[src/rtl/noc_pkg.sv]
// Shared types and constants for the router output-dispatch stage.
// Flit layout is {dest, src, payload}.
package noc_pkg;

  localparam int unsigned NUM_PORTS = 4;
  localparam int unsigned DEST_MSB  = 10;
  localparam int unsigned DEST_LSB  = 9;

  typedef struct packed {
    logic [1:0] dest;
    logic [1:0] src;
    logic [6:0] payload;
  } flit_t;

  typedef enum logic {
    InIdle,
    InAck
  } in_state_e;

  typedef enum logic [1:0] {
    OIdle,
    OReq,
    ORel
  } out_state_e;

endpackage

[src/rtl/dispatch_out_port.sv]
// One output port: small flit FIFO, 4-phase output handshake FSM and a
// counter of flits fully delivered on this port.
module dispatch_out_port
  import noc_pkg::*;
#(
  parameter int unsigned WIDTH = 11,
  parameter int unsigned DEPTH = 2,
  parameter int unsigned CNT_W = 16
) (
  input  logic             clk_i,
  input  logic             rst_ni,
  input  logic             push_i,
  input  logic [WIDTH-1:0] push_data_i,
  output logic             full_o,
  output logic             out_req_o,
  output logic [WIDTH-1:0] out_data_o,
  input  logic             out_ack_i,
  output logic [CNT_W-1:0] pkt_cnt_o
);

  localparam int unsigned AddrW = $clog2(DEPTH);

  logic [WIDTH-1:0] mem_q [DEPTH];
  logic [AddrW:0]   wr_ptr_q, rd_ptr_q;
  logic             empty, pop, do_push;

  out_state_e       state_q, state_d;
  logic             out_req_q, out_req_d;
  logic [WIDTH-1:0] out_data_q, out_data_d;
  logic [CNT_W-1:0] cnt_q, cnt_d;

  // Extra wrap bit distinguishes full from empty when the indices match.
  assign empty   = (wr_ptr_q == rd_ptr_q);
  assign full_o  = (wr_ptr_q[AddrW-1:0] == rd_ptr_q[AddrW-1:0]) &&
                   (wr_ptr_q[AddrW] != rd_ptr_q[AddrW]);
  assign do_push = push_i && !full_o;

  always_ff @(posedge clk_i) begin
    if (do_push) begin
      mem_q[wr_ptr_q[AddrW-1:0]] <= push_data_i;
    end
  end

  always_comb begin
    state_d    = state_q;
    out_req_d  = out_req_q;
    out_data_d = out_data_q;
    cnt_d      = cnt_q;
    pop        = 1'b0;
    unique case (state_q)
      OIdle: begin
        if (!empty) begin
          out_data_d = mem_q[rd_ptr_q[AddrW-1:0]];
          out_req_d  = 1'b1;
          state_d    = OReq;
        end
      end
      OReq: begin
        if (out_ack_i) begin
          out_req_d = 1'b0;
          pop       = 1'b1;
          cnt_d     = cnt_q + 1'b1;
          state_d   = ORel;
        end
      end
      ORel: begin
        if (!out_ack_i) begin
          state_d = OIdle;
        end
      end
      default: state_d = OIdle;
    endcase
  end

  always_ff @(posedge clk_i or negedge rst_ni) begin
    if (!rst_ni) begin
      wr_ptr_q   <= '0;
      rd_ptr_q   <= '0;
      state_q    <= OIdle;
      out_req_q  <= 1'b0;
      out_data_q <= '0;
      cnt_q      <= '0;
    end else begin
      if (do_push) wr_ptr_q <= wr_ptr_q + 1'b1;
      if (pop)     rd_ptr_q <= rd_ptr_q + 1'b1;
      state_q    <= state_d;
      out_req_q  <= out_req_d;
      out_data_q <= out_data_d;
      cnt_q      <= cnt_d;
    end
  end

  assign out_req_o  = out_req_q;
  assign out_data_o = out_data_q;
  assign pkt_cnt_o  = cnt_q;

endmodule

[src/rtl/output_dispatch_block.sv]
// Splits one 4-phase flit stream into four buffered output ports by dest field,
// reporting the dest of every accepted flit on a side handshake channel.
module output_dispatch_block
  import noc_pkg::*;
#(
  parameter int unsigned WIDTH = 11,
  parameter int unsigned DEPTH = 2,
  parameter int unsigned CNT_W = 16
) (
  input  logic                                clk_i,
  input  logic                                rst_ni,
  input  logic                                in_req_i,
  input  logic [WIDTH-1:0]                    in_data_i,
  output logic                                in_ack_o,
  output logic [NUM_PORTS-1:0]                out_req_o,
  output logic [NUM_PORTS-1:0][WIDTH-1:0]     out_data_o,
  input  logic [NUM_PORTS-1:0]                out_ack_i,
  output logic                                route_req_o,
  output logic [1:0]                          route_data_o,
  input  logic                                route_ack_i,
  output logic [NUM_PORTS-1:0][CNT_W-1:0]     pkt_cnt_o
);

  in_state_e            in_state_q, in_state_d;
  logic                 in_ack_q, in_ack_d;
  logic                 route_req_q, route_req_d;
  logic [1:0]           route_data_q, route_data_d;
  logic [1:0]           dest;
  logic [NUM_PORTS-1:0] full, push;
  logic                 accept;

  assign dest   = in_data_i[DEST_MSB:DEST_LSB];
  // Each accept needs a free slot at its port and a fully idle route-report channel.
  assign accept = (in_state_q == InIdle) && in_req_i && !full[dest] &&
                  !route_req_q && !route_ack_i;

  always_comb begin
    in_state_d   = in_state_q;
    in_ack_d     = in_ack_q;
    route_req_d  = route_req_q;
    route_data_d = route_data_q;
    push         = '0;
    if (route_req_q && route_ack_i) begin
      route_req_d = 1'b0;
    end
    unique case (in_state_q)
      InIdle: begin
        if (accept) begin
          push[dest]   = 1'b1;
          route_data_d = dest;
          route_req_d  = 1'b1;
          in_ack_d     = 1'b1;
          in_state_d   = InAck;
        end
      end
      InAck: begin
        if (!in_req_i) begin
          in_ack_d   = 1'b0;
          in_state_d = InIdle;
        end
      end
      default: in_state_d = InIdle;
    endcase
  end

  always_ff @(posedge clk_i or negedge rst_ni) begin
    if (!rst_ni) begin
      in_state_q   <= InIdle;
      in_ack_q     <= 1'b0;
      route_req_q  <= 1'b0;
      route_data_q <= '0;
    end else begin
      in_state_q   <= in_state_d;
      in_ack_q     <= in_ack_d;
      route_req_q  <= route_req_d;
      route_data_q <= route_data_d;
    end
  end

  assign in_ack_o     = in_ack_q;
  assign route_req_o  = route_req_q;
  assign route_data_o = route_data_q;

  for (genvar p = 0; p < NUM_PORTS; p++) begin : g_port
    dispatch_out_port #(
      .WIDTH (WIDTH),
      .DEPTH (DEPTH),
      .CNT_W (CNT_W)
    ) u_port (
      .clk_i       (clk_i),
      .rst_ni      (rst_ni),
      .push_i      (push[p]),
      .push_data_i (in_data_i),
      .full_o      (full[p]),
      .out_req_o   (out_req_o[p]),
      .out_data_o  (out_data_o[p]),
      .out_ack_i   (out_ack_i[p]),
      .pkt_cnt_o   (pkt_cnt_o[p])
    );
  end

endmodule

[config.mk]
export PLATFORM = sky130hd
export DESIGN_NAME = output_dispatch_block
export DESIGN_NICKNAME = d
export VERILOG_FILES = /design/src/rtl/noc_pkg.sv /design/src/rtl/dispatch_out_port.sv /design/src/rtl/output_dispatch_block.sv
export SDC_FILE = /design/constraint.sdc
export NUM_CORES = 1
export LEC_CHECK = 0
export CORE_UTILIZATION = 49
export CTS_CLUSTER_DIAMETER = 100
export DETAILED_ROUTE_END_ITERATION = 6
export GPL_TIMING_DRIVEN = 0
export PLACE_DENSITY = 0.82
export SLEW_MARGIN = 5
export SYNTH_ARGS = -nofsm -noshare
export SYNTH_HDL_FRONTEND = slang
export SYNTH_SLANG_ARGS = --single-unit
[constraint.sdc]
create_clock -name clk_i -period 2.2 [get_ports clk_i]
set_clock_uncertainty 0.05 [all_clocks]
set_input_delay 0.44 -clock clk_i [delete_from_list [all_inputs] [get_ports clk_i]]
set_output_delay 0.44 -clock clk_i [all_outputs]
set_load 0.02 [all_outputs]
# ---- Yosys cells after proc, flatten, opt, wreduce, memory -nomap -nowiden
# Memories as Yosys holds them, arrays and structs flattened. A register that Yosys moved wholly into a read port is not among the register bits.
# Index checks and enable logic that the tools add are counted.
dict set report word_totals {
  elab_cells 191
  ramBits 88
  mem_count 4
  out_inout_bits 116
  register_bits 97
  input_bits 19
  mem_bits_ro 0
  latchBits 0
}
# memory depth width rd rd_clocked_by_memory_dff write_ports line
set memory_table {}
lappend memory_table {{g_port[0].u_port.mem_q} 2 11 1 1 1 dispatch_out_port.sv:23} ;# logic [WIDTH-1:0] mem_q [DEPTH];
lappend memory_table {{g_port[1].u_port.mem_q} 2 11 1 1 1 dispatch_out_port.sv:23}
lappend memory_table {{g_port[2].u_port.mem_q} 2 11 1 1 1 dispatch_out_port.sv:23}
lappend memory_table {{g_port[3].u_port.mem_q} 2 11 1 1 1 dispatch_out_port.sv:23}
dict set report classes {
  magnitude_cmp 2
  shifts 0
  bitwise_logic 5
  div_mod_pow 0
  eq_ne 34
  n_reduce_logical 51
  n_mux 59
  addsub 12
  mul 0
}
# cell count
set op_table {}
lappend op_table {{adder 16 x 1 -> 16 bit, second input constant} 4}
lappend op_table {{two-way mux 1 bit} 33}
lappend op_table {{inequality test 2 bit, second input constant} 14}
lappend op_table {{two-way mux 2 bit} 12}
lappend op_table {{one-hot mux 2 bit (3 select lines)} 4}
lappend op_table {{AND reduction 3 bit} 8}
lappend op_table {{AND reduction 2 bit} 10}
lappend op_table {{adder 2 x 1 -> 2 bit, second input constant} 8}
lappend op_table {{logical AND 1 bit} 14}
lappend op_table {{one-hot mux 1 bit (2 select lines)} 6}
lappend op_table {{zero test 1 bit} 11}
lappend op_table {{equality test 2 x 1 -> 1 bit, second input constant} 4}
lappend op_table {{equality test 2 bit} 4}
lappend op_table {{equality test 2 bit, second input constant} 4}
lappend op_table {{zero test 2 bit} 4}
lappend op_table {{two-way mux 4 bit} 2}
lappend op_table {{nonzero test 2 bit} 4}
lappend op_table {{inverter 1 bit} 5}
lappend op_table {{equality test 1 bit} 4}
lappend op_table {{inequality test 1 bit} 4}
lappend op_table {{< comparator 2 x 3 -> 1 bit, second input constant} 1}
lappend op_table {{binary-select mux 1 bit (select 2 bit)} 1}
lappend op_table {{demux 1 bit (select 2 bit)} 1}
lappend op_table {{>= comparator 2 x 1 -> 1 bit, second input constant} 1}

# ---- Depth between registers and ports, before layout
# Gate-level depths: netlist of the first run.
dict set report depth {
  ltp_word 13
  mapped_depth 6
  ltp_nobuf 5
}

# ---- Modules after synthesis
# From an unflattened synthesis of the first run, not the netlist that was laid out.
dict set report hier_totals {
  cells_unflattened 662
  area_unflattened_um2 9122.5
}
# module seq_area_each_um2 area_each_um2 cells_each n_inst
set modules_own_cells {}
lappend modules_own_cells {dispatch_out_port 1511.4 2193.4 157 4}
lappend modules_own_cells {output_dispatch_block 125.1 349.1 34 1}

# ---- Least setup slack after synthesis of the first run
# Ideal clock, no wire load.
dict set report synth_path {
  path_type {flip-flop to flip-flop}
  from {reg route_req_q (netlist: route_req_o)}
  to {mem g_port[0].u_port.mem_q[0][0], enable pin}
  slack_ps -195
  arrival_ps 1965
  stages_incl_launch_ff 4
  t_required_ps 1770
  setup_time_ps 380
  path_buffers 0
  cell_sequence {dfrtp_1 > or4b_4 > a2111oi_4 > nor2b_1}
}
dict set report synth_between {
  elab_chain_cells 8
}
# element line
set synth_rtl {}
lappend synth_rtl {{from (decl)} output_dispatch_block.sv:26} ;# logic route_req_q, route_req_d;
lappend synth_rtl {{from (signal assigned)} output_dispatch_block.sv:75} ;# route_req_q <= route_req_d;
lappend synth_rtl {{zero test 1 bit} output_dispatch_block.sv:35} ;# !route_req_q && !route_ack_i;
lappend synth_rtl {{logical AND 1 bit} output_dispatch_block.sv:34} ;# assign accept = (in_state_q == InIdle) && in_req_i && !full[dest] &&
lappend synth_rtl {{logical AND 1 bit} output_dispatch_block.sv:35}
lappend synth_rtl {{two-way mux 4 bit} output_dispatch_block.sv:48} ;# if (accept) begin
lappend synth_rtl {{two-way mux 4 bit} output_dispatch_block.sv:46} ;# unique case (in_state_q)
lappend synth_rtl {{logical AND 1 bit} dispatch_out_port.sv:36} ;# assign do_push = push_i && !full_o;
lappend synth_rtl {{two-way mux 1 bit} dispatch_out_port.sv:39} ;# if (do_push) begin
lappend synth_rtl {{two-way mux 1 bit (implied by the code)} dispatch_out_port.sv:40} ;# mem_q[wr_ptr_q[AddrW-1:0]] <= push_data_i;
lappend synth_rtl {{to (decl)} dispatch_out_port.sv:23}
# Every way passes these cells.

# ---- Worst setup path in the final report of the first run
dict set report layout_path {
  from {reg in_state_q}
  to {reg route_data_q[1] (netlist: route_data_o[1])}
}
dict set report layout_between {
  elab_chain_cells 6
}
# element line
set layout_rtl {}
lappend layout_rtl {{from (decl)} output_dispatch_block.sv:24} ;# in_state_e in_state_q, in_state_d;
lappend layout_rtl {{from (signal assigned)} output_dispatch_block.sv:68} ;# in_state_q <= InIdle;
lappend layout_rtl {{from (signal assigned)} output_dispatch_block.sv:73} ;# in_state_q <= in_state_d;
lappend layout_rtl {{inverter 1 bit (no source line) *} n/a}
lappend layout_rtl {{logical AND 1 bit (3 in a row)} output_dispatch_block.sv:34}
lappend layout_rtl {{logical AND 1 bit} output_dispatch_block.sv:35}
lappend layout_rtl {{AND reduction 2 bit (no source line) *} n/a}
lappend layout_rtl {{to (signal assigned)} output_dispatch_block.sv:76} ;# route_data_q <= route_data_d;
lappend layout_rtl {{to (decl)} output_dispatch_block.sv:27} ;# logic [1:0] route_data_q, route_data_d;
# Every way passes the cells marked *; elsewhere a longest branch is shown, timed or not.
# A chain may end at the register's enable or synchronous reset.

==> results of run 1 <==
[layer usage]
| metal | vias up | track usage, % | part of all wire (%) |
|---|---|---|---|
| met2 | 114 | 33.14 | 51 |
| met5 | - | 0 | 0 |
| met3 | 17 | 3.296 | 5.7 |
| met4 | 0 | 5.800 | 1.2 |
| met1 | 2763 | 26.49 | 42 |
| li1 | 2635 | - | - |
[sequential cells by signal, indices dropped and copies added, names as in the netlist]
register and flops:
g_port.u_port.rd_ptr_q 8, g_port.u_port.out_req_o 4, g_port.u_port.pkt_cnt_o 64, g_port.u_port.out_data_o 44, route_data_o 2, in_ack_o 1, g_port.u_port.state_q 8, in_state_q 1
route_req_o 1, g_port.u_port.mem_q 88, g_port.u_port.wr_ptr_q 8
[area by class of cell]
class | instances | area, um2 | share of cell area (%)
sequential | 229 | 6171 | 53.53
clock inverter | 17 | 170.2 | 1.476
buffer | 21 | 97.59 | 0.8465
clock buffer | 27 | 643.1 | 5.578
multi-input combinational | 394 | 2660 | 23.07
tap | 225 | 281.5 | 2.442
timing repair buffer | 142 | 1456 | 12.63
inverter | 13 | 48.80 | 0.4233
[stage by stage]
| step | hold WS (ns) | setup TNS, ns | setup WS (ns) | area, um2 | cells |
|---|---|---|---|---|---|
| 2_1_floorplan | 0.09441 | 0 | 0.0008183 | 8944 | 656 |
| 3_3_place_gp | 0.4080 | -782.57 | -5.021 | 10570 | 1015 |
| 3_5_place_dp | 0.3538 | -85.57 | -1.051 | 10600 | 1016 |
| 4_1_cts | 0.3922 | 0 | 0.0008420 | 11490 | 1065 |
| 5_1_grt | 0.4380 | -2.403 | -0.1243 | 11530 | 1068 |
| 6_report | 0.3810 | -0.0004368 | -0.0004368 | 11530 | 1068 |
[Yosys cell counts (2+ instances only)]
| cell | n |
|---|---|
| xnor2_1 | 51 |
| nor2b_1 | 3 |
| and3_1 | 8 |
| xor2_1 | 37 |
| o21ai_0 | 55 |
| nand2b_1 | 8 |
| and4_1 | 2 |
| edfxtp_1 | 88 |
| nor2_1 | 22 |
| nor3_1 | 8 |
| buf_2 | 3 |
| a21boi_0 | 2 |
| nand4b_1 | 3 |
| mux2i_1 | 44 |
| nor4_1 | 7 |
| ha_1 | 4 |
| nand4_1 | 13 |
| clkbuf_1 | 12 |
| dfrtp_1 | 141 |
| nand2_1 | 86 |
| nand3b_1 | 3 |
| a21oi_1 | 2 |
| mux2_2 | 2 |
| a2111oi_4 | 2 |
| and2_1 | 3 |
| inv_1 | 13 |
| nand3_1 | 19 |
| buf_4 | 4 |
| buf_1 | 2 |
[cells in the final DEF (no fill, tap or decap), types with 4 or more instances in the layout]
cell type / instances
o21ai_0: 53
buf_4: 7
and2_4: 4
dfrtp_1: 141
nor4_1: 7
xor2_1: 37
nor2_1: 20
nand2b_1: 8
and3_1: 8
ha_1: 4
xnor2_1: 51
clkdlybuf4s50_1: 131
mux2i_1: 44
clkbuf_16: 25
inv_1: 13
clkbuf_1: 13
edfxtp_1: 88
nand2_1: 86
clkinv_2: 7
nand3_1: 19
nor3_1: 8
nand4_1: 13
[report_power, final]
group	internal, mW	total, mW	switching [mW]
combinational	2.27	5.19	2.92
clock	2.46	4.05	1.59
sequential	5.42	6.17	0.753
[what timing repair did]
item / CTS / global route
setup endpoints to repair: 97 / 107
resized for setup: 12 / 5
pin swaps: 1 / 2
hold buffers: 1 / 0
endpoints found under the hold margin: 46 / 0
gates cloned: 0 / 1
setup buffers: 4 / 2
[cell families (layout without fill, tap and decap cells)]
| group | after synthesis | after routing | share of synthesized area (%) |
|---|---|---|---|
| flip-flops | 229 | 229 | 69.13 |
| AND/OR/NAND/NOR | 189 | 190 | 10.23 |
| XOR/XNOR | 88 | 88 | 8.635 |
| AO/OA/AOI/OAI | 65 | 65 | 4.443 |
| multiplexers | 47 | 47 | 5.355 |
| buffers and inverters | 34 | 220 | 1.640 |
| adder cells (fa/ha/maj) | 4 | 4 | 0.5607 |
[how the worst max path moves through the flow]
stage,start,endpoint,cells past startpoint
4_1_cts,in_state_q,g_port[2].u_port.mem_q[0][3],4
2_1_floorplan,route_req_o,g_port[0].u_port.mem_q[1][0],3
6_report,in_state_q,route_data_o[1],5
3_5_place_dp,in_data_i[10],g_port[2].u_port.mem_q[1][10],4
3_3_place_gp,rst_ni,g_port[2].u_port.pkt_cnt_o[14],1
5_1_grt,in_state_q,g_port[1].u_port.mem_q[1][3],3
==> results.cfg, run 1 <==
[cells_and_area]
final_util_pct = 65.74
antenna_cells = 0
final_nets = 848
num-fill-cells = 1298
area_growth_pct = 29.16
drive_gt1_share_pct = 8.660

[synthesis]
syn_nets = 679
synthesis.area_um2 = 8926
yosys-top-cells-area = dfrtp_1, edfxtp_1, xnor2_1
synth_top_area_cell = dfrtp_1
synth_ff_type = dfrtp_1
synth-edff-count = 88
synth_cell_types = 38
synth_seq_cells = 229
yosysSeqAreaShare_pct = 69.13
syn_avg_cell_area_um2 = 13.61
synthArstFlopShare_pct = 61.57
syn_inst = 656
synthDominantCellAreaShare_pct = 39.53
ys.warnings.count = 0

[critical_path]
crit_buf_inv = 1
critPathArrivalTime_ns = 2.54
r2r_slack_ns = -0.0004
cp_max_fo = 4
critical-path-top-delay-family = simple AND/OR/NAND/NOR gates
r2r_end = route_data_o[1]
critPathSlowestCell = or4b_4
critPathMaxStageDelay_ns = 0.63
cp_cell_sequence = or4b_4 > a2111oi_4 > buf_4 > nor4_2 > mux2_4
r2r_cells = 5
end_kind = flip-flop
critPathKind = flip-flop to flip-flop
reg2reg_from = in_state_q
cp_data_required_time_ns = 2.54
start_kind = flip-flop

[clock_network]
cts_tree = built
clock_sinks = 229
clockRootBuffer = clkbuf_16
cts_buffer_depth = 3
cts_inserted_buffers = 24
htreeDepth = 1
clk_latency_ns = 0.50
cts.clk_slew.worst_paths_ns = 0.06

[sta]
max_freq_mhz = 454.5
min_period_ns = 2.200
finalHoldViolCount = 0
maxSlewViolCount = 0
rsz0062_at_grt = yes
worst_pin_slew_ns = 0.8049
post-route-period-util_pct = 100.0
setup_ws_ns = -0.0004368
max_slew_margin_pct = 45.84
finalSetupViolCount = 1

[routing]
wl_mm = 18.07
drt-wirelength-per-cell_um = 16.92
via_per_inst = 5.177
vias = 5529
firstDrtPassIters = 4
drt_iter0_drc = 314
drc = 0
postRouteAntennaNets = 0

[floorplanning]
die_area_um2 = 18760
start_util_pct = 50.90
core_um2 = 17540
die_x_um = 137.0
rows = 48
dieHeight_um = 137.0
pin_count = 135

[placement]
place.gp.congestion = 0.7551
io_buffers = 134
dp_hpwl_mm = 12.13

[pwr]
power.leakage_nw = 4.776
powerDensity_nw_per_um2 = 1337
ir_drop_mv = 0.8546
power_mw = 15.42

[global_route]
grt_max_degree = 96
grt_pass1_wl_mm = 28.35
grt_overflow = 0
gr-usage-all-layers_pct = 19.76
antenna_found_initial = 0
grt_pass1_vias = 5500

[min_path]
hold_path.class = primary input to asynchronous set/reset pin

[status]
status = finished, violations left
violations = negative setup slack

[run]
drv_cap = 0
No activity file was read; power rests on OpenSTA's default activity.
==> run 2: changes to the inputs <==
Settings changed: CORE_UTILIZATION 49 to 54, PLACE_DENSITY 0.82 to 0.91, SYNTH_HIERARCHICAL from default to 1.
Clock period 2.2 ns to 2.4 ns, I/O delays scaled along.
==> run 2 against run 1 <==
The run now ends clean. Utilization grew 4.2 points. Sequential cell count is the same. Area after synthesis grew 2.2%. Power shrank 9.4%. Worst setup slack gained 0.043 ns. First-iteration DRC count shrank 1.3%. Critical path type unchanged. Critical endpoint is now g_port[0].u_port/mem_q[0][9].
==> results.cfg, run 2 <==
[critical_path]
cp_data_required_time_ns = 2.55
crit_buf_inv = 3
critPathSlowestCell = nor4_2
end_kind = flip-flop
reg2reg_from = g_port[0].u_port/rd_ptr_q[0]
r2r_cells = 8
critical-path-top-delay-family = simple AND/OR/NAND/NOR gates
critPathArrivalTime_ns = 2.51
r2r_end = g_port[0].u_port/mem_q[0][9]
critPathKind = flip-flop to flip-flop
cp_cell_sequence = buf_4 > xor2_2 > nand2b_1 > inv_1 > nor4_2 > nand2_1 > nor2_4 > buf_12
r2r_slack_ns = 0.04
cp_max_fo = 11
critPathMaxStageDelay_ns = 0.45
start_kind = flip-flop

[status]
status = finished clean

[synthesis]
syn_nets = 685
synth-edff-count = 88
synthArstFlopShare_pct = 61.57
synth_ff_type = dfrtp_1
synth_common_cells = dfrtp_1, nand2_1, edfxtp_1
synthesis.area_um2 = 9122
syn_avg_cell_area_um2 = 13.78
synth_top_area_cell = dfrtp_1
yosysMostFrequentCell = dfrtp_1
ys.warnings.count = 6
synthDominantCellAreaShare_pct = 38.68
synth_seq_cells = 229
yosys-top-cells-area = dfrtp_1, edfxtp_1, xnor2_1
synth_cell_types = 36
syn_inst = 662
yosysSeqAreaShare_pct = 67.65

[pwr]
swShare_pct = 35.38
power.share.sequential_pct = 40.6
power_mw = 13.97
switching_power_mw = 4.942
powerDensity_nw_per_um2 = 1209
intPower_mw = 9.027
combPwrFrac_pct = 36.2
clockPowerShare_pct = 23.2
power.leakage_nw = 4.887
ir_drop_mv = 0.6738

[global_route]
grt_pass1_vias = 5665
grt_overflow = 0
grt_max_degree = 93
gr-usage-all-layers_pct = 21.23
antenna_found_initial = 0
grt_pass1_wl_mm = 28.92

[placement]
io_buffers = 134
place_ws_ns = -0.9334
dp_hpwl_mm = 12.26
place.gp.congestion = 0.7954

[clock_network]
cts_inserted_buffers = 23
clk_latency_ns = 0.50
clockRootBuffer = clkbuf_16
htreeDepth = 1
cts.clk_slew.worst_paths_ns = 0.06
cts_buffer_depth = 3
clock_sinks = 229
cts_tree = built

[floorplanning]
pin_count = 135
die_x_um = 132.0
die_area_um2 = 17420
rows = 47
core_um2 = 16520
start_util_pct = 55.21
dieHeight_um = 132.0

[sta]
setup_ws_ns = 0.04300
finalSetupViolCount = 0
tns_ns = 0
maxSlewViolCount = 0
min_period_ns = 2.357
post-route-period-util_pct = 98.21
finalHoldViolCount = 0
max_freq_mhz = 424.3
max_slew_margin_pct = 49.67
worst_pin_slew_ns = 0.7550

[cells_and_area]
area_growth_pct = 26.62
final_common_cell = dfrtp_1
final_nets = 848
drive_gt1_share_pct = 11.41
layout_common_cells = dfrtp_1, clkdlybuf4s50_1, nand2_1
num-fill-cells = 1090
largest_register_ffs = 88
multi_input_area_um2 = 2836
register_area_um2 = 6171
antenna_cells = 0

[routing]
drt-wirelength-per-cell_um = 17.05
vias = 5552
drt_iter0_drc = 310
drc = 0
wl_mm = 18.09
via_per_inst = 5.233
postRouteAntennaNets = 0
firstDrtPassIters = 5

[min_path]
min_to = g_port[0].u_port/out_data_o[6]
hold_path.class = flip-flop to flip-flop
whs_path_depth = 2
hold_start = g_port[0].u_port/out_data_o[6]

[run]
drv_cap = 0
run 2: worst max-delay path by stage:
stage                                  from                       endpoint  slack (ns)  depth (start not counted)
6_report       g_port[0].u_port/rd_ptr_q[0]   g_port[0].u_port/mem_q[0][9]        0.04                          8
5_1_grt        g_port[2].u_port/rd_ptr_q[0]  g_port[2].u_port/mem_q[0][10]      -0.006                          8
2_1_floorplan                   route_req_o   g_port[2].u_port/mem_q[0][0]        0.09                          4
4_1_cts                        in_data_i[9]  g_port[1].u_port/mem_q[0][10]        0.01                          6
3_5_place_dp                   in_data_i[9]   g_port[0].u_port/mem_q[0][9]       -0.93                          5
3_3_place_gp                         rst_ni  g_port[2].u_port/pkt_cnt_o[4]       -4.87                          1
run 2: cell type report:
class	instances	area share [%]
Sequential cell	229	53.42
Multi-Input combinational cell	400	24.56
Timing Repair Buffer	138	12.30
Clock buffer	23	4.983
Tap cell	220	2.383
Clock inverter	18	0.9532
Buffer	17	0.8774
Inverter	16	0.5199
run 2: routing by layer:
layer	vias up	global-route usage [%]	share of wire, %	routed length, um
met5	-	0	0	0
met4	0	6.266	2.0	355
met3	31	3.691	5.4	969
met2	130	36.57	50	9127
met1	2765	27.70	42	7633
li1	2626	-	-	-
run 2: kinds of logic (layout without fill, tap and decap cells):
kind of cell               count (synthesis)  after routing  share of synthesized area, %
AOI/OAI and AO/OA                         64             64                         3.717
xor gates and xnor gates                  84             84                         8.394
adders and majority gates                  4              4                        0.5486
buffers and inverters                     33            212                         1.769
DFF                                      229            229                         67.64
muxes                                     49             49                         5.541
and+or+nand+nor                          199            199                         12.38
run 2: stage by stage:
| step | hold slack [ns] | area (um2) | cells | util (%) |
|---|---|---|---|---|
| global placement | 0.4099 | 10740 | 1016 | 64.99 |
| CTS | 0.4280 | 11500 | 1059 | 69.57 |
| finish | 0.4266 | 11550 | 1061 | 69.90 |
| detailed placement | 0.3931 | 10770 | 1017 | 65.16 |
| global route | 0.4492 | 11550 | 1061 | 69.90 |
| floorplan | 0.1344 | 9123 | 662 | - |
run 2: timing repair:
item / in CTS / in global routing
hold buffers: 1 / 0
resized for setup: 11 / 5
buffers inserted: 0 / 2
pin swaps: 0 / 2
hold endpoints to repair: 49 / 0
endpoints found under the setup margin: 80 / 80
run 2: worst reg2reg max path: cells and delay by family (launching register included):
kind          cells  cell delay (ns)
xor+xnor          1             0.18
buf+inv           3             0.44
flops             1             0.35
simple gates      4             1.04
run 2: power groups by stage:
| stage | clock network (mW) | logic [mW] | registers [mW] |
|---|---|---|---|
| 3_5_place_dp | 0 | 5.02 | 5.72 |
| 2_1_floorplan | 0 | 2.34 | 6.33 |
| 5_1_grt | 3.47 | 5.50 | 5.79 |
| 4_1_cts | 3.30 | 5.09 | 5.67 |
| 3_3_place_gp | 0 | 4.84 | 5.67 |
| 6_report | 3.25 | 5.05 | 5.67 |
==> run 3: changes to the inputs <==
Clock period 2.4 ns to 2.68 ns, I/O delays scaled along.
==> run 3 against run 2 <==
Critical path depth shrank 3. Routed wire length shrank 0.61%. Combinational power shrank 11%. Sequential share of layout area grew 0.27 points. Sequential cell count is the same. Utilization shrank 0.36 points. Worst setup slack gained 0.093 ns. Die area is the same. Clock-buffer cell count is the same. Clock power shrank 10%. Critical path type is now primary input to flip-flop. Largest power group unchanged. Highest routed layer unchanged.
==> results.cfg, run 3 (synthesis gave the netlist of run 2 again) <==
[status]
status = finished clean

[placement]
place.gp.congestion = 0.7954
place_ws_ns = -0.7094
dp_hpwl_mm = 12.26
io_buffers = 134
dp_cells = 1017
place_area_um2 = 10770

[cells_and_area]
final_nets = 846
final_common_cell = dfrtp_1
fin_cells = 1059
drive_gt1_share_pct = 10.61
largest_register_ffs = 88
final_cell_area_um2 = 11490
antenna_cells = 0
register_area_um2 = 6171
layout_common_cells = dfrtp_1, clkdlybuf4s50_1, nand2_1
area_growth_pct = 25.98
num-fill-cells = 1095
multi_input_area_um2 = 2816

[floorplanning]
die_x_um = 132.0
core_um2 = 16520
pin_count = 135
start_util_pct = 55.21
dieHeight_um = 132.0
die_area_um2 = 17420
rows = 47

[pwr]
switching_power_mw = 4.405
swShare_pct = 35.29
power_mw = 12.48
clockPowerShare_pct = 23.3
power.share.sequential_pct = 40.7
powerDensity_nw_per_um2 = 1086
ir_drop_mv = 0.6034
intPower_mw = 8.075
power.leakage_nw = 4.870
combPwrFrac_pct = 36.0

[clock_network]
cts.clk_slew.worst_paths_ns = 0.06
cts_inserted_buffers = 23
clk_latency_ns = 0.50
clockRootBuffer = clkbuf_16
cts_tree = built
htreeDepth = 1
clock_sinks = 229
cts_buffer_depth = 3
post-cts-setup-buffers = 0

[global_route]
grt_max_degree = 93
grt_overflow = 0
gr-usage-all-layers_pct = 21.23
grt_pass1_vias = 5655
grt_pass1_wl_mm = 28.94
antenna_found_initial = 0

[routing]
drc = 0
wl_mm = 17.98
vias = 5557
drt_iter0_drc = 319
postRouteAntennaNets = 0
firstDrtPassIters = 4
drt-wirelength-per-cell_um = 16.97
via_per_inst = 5.247

[sta]
finalSetupViolCount = 0
max_freq_mhz = 393.0
min_period_ns = 2.544
max_slew_margin_pct = 51.03
rsz0062_at_grt = no
setup_ws_ns = 0.1358
worst_pin_slew_ns = 0.7333
finalHoldViolCount = 0
post-route-period-util_pct = 94.93
tns_ns = 0
maxSlewViolCount = 0

[critical_path]
critPathKind = primary input to flip-flop
cp_max_fo = 12
critPathArrivalTime_ns = 2.62
start_kind = primary input
cp_data_required_time_ns = 2.76
end_kind = flip-flop

[min_path]
hold_path.class = flip-flop to flip-flop

[run]
drv_cap = 0
[run 3: cell count changes in the layout (fill, tap and decap cells not counted), sizes merged]
cell / previous run / this run
buf: 21 / 19
dlygate4sd2: 1 / 0
clkdlybuf4s50: 131 / 132
[run 3: timing repair]
action,in CTS,in global routing
setup endpoints to repair,37,56
endpoints found under the hold margin,49,0
resized for setup,4,5
hold buffers,1,0
[run 3: stage by stage]
step                hold WS (ns)  util, %
finish                    0.4268    69.55
global route              0.4492    69.55
CTS                       0.4280    69.43
detailed placement        0.4128    65.16
global placement          0.4099    64.99
floorplan                 0.1904        -
[run 3: layout make-up]
class                      instances  area share, %
buffer                            17         0.8819
clock inverter                    18         0.9581
multi-input combinational        400          24.51
tap                              220          2.395
inverter                          16         0.5226
clock buffer                      23          5.008
timing repair buffer             136          12.03
sequential                       229          53.70
[run 3: path summary, 6_finish.rpt]
check | depth (start not counted) | start | endpoint | slack, ns
hold reg to reg | 2 | g_port[0].u_port/out_data_o[6] | g_port[0].u_port/out_data_o[6] | 0.43
setup reg to reg | 7 | g_port[0].u_port/rd_ptr_q[0] | g_port[0].u_port/mem_q[0][10] | 0.16
min in group asynchronous | 2 | rst_ni | g_port[1].u_port/pkt_cnt_o[9] | 0.50
setup / recovery | 5 | in_data_i[9] | g_port[1].u_port/mem_q[1][4] | 0.14
max in group asynchronous | 3 | rst_ni | g_port[2].u_port/rd_ptr_q[0] | 1.26
hold / removal | 2 | g_port[0].u_port/out_data_o[6] | g_port[0].u_port/out_data_o[6] | 0.43
[run 3: power by group through the flow]
stage               logic, mW  clock network (mW)  registers (mW)
global route             4.91                3.10            5.18
floorplan                2.10                   0            5.67
finish                   4.50                2.91            5.08
detailed placement       4.50                   0            5.12
CTS                      4.55                2.96            5.07
global placement         4.34                   0            5.08
[run 3: metal layers]
layer / share of wire (%) / global-route usage, % / vias to the layer above
met5: 0 / 0 / -
met4: 2.1 / 6.137 / 0
met3: 6.4 / 3.691 / 31
met2: 51 / 36.60 / 139
met1: 41 / 27.75 / 2763
li1: - / - / 2624
[run 3: critical path, cell delays in order]
cell and delay, ns:
clkdlybuf4s50_1 0.79, buf_6 0.21, nand2_1 0.08, nor3_1 0.40, and3_1 0.60
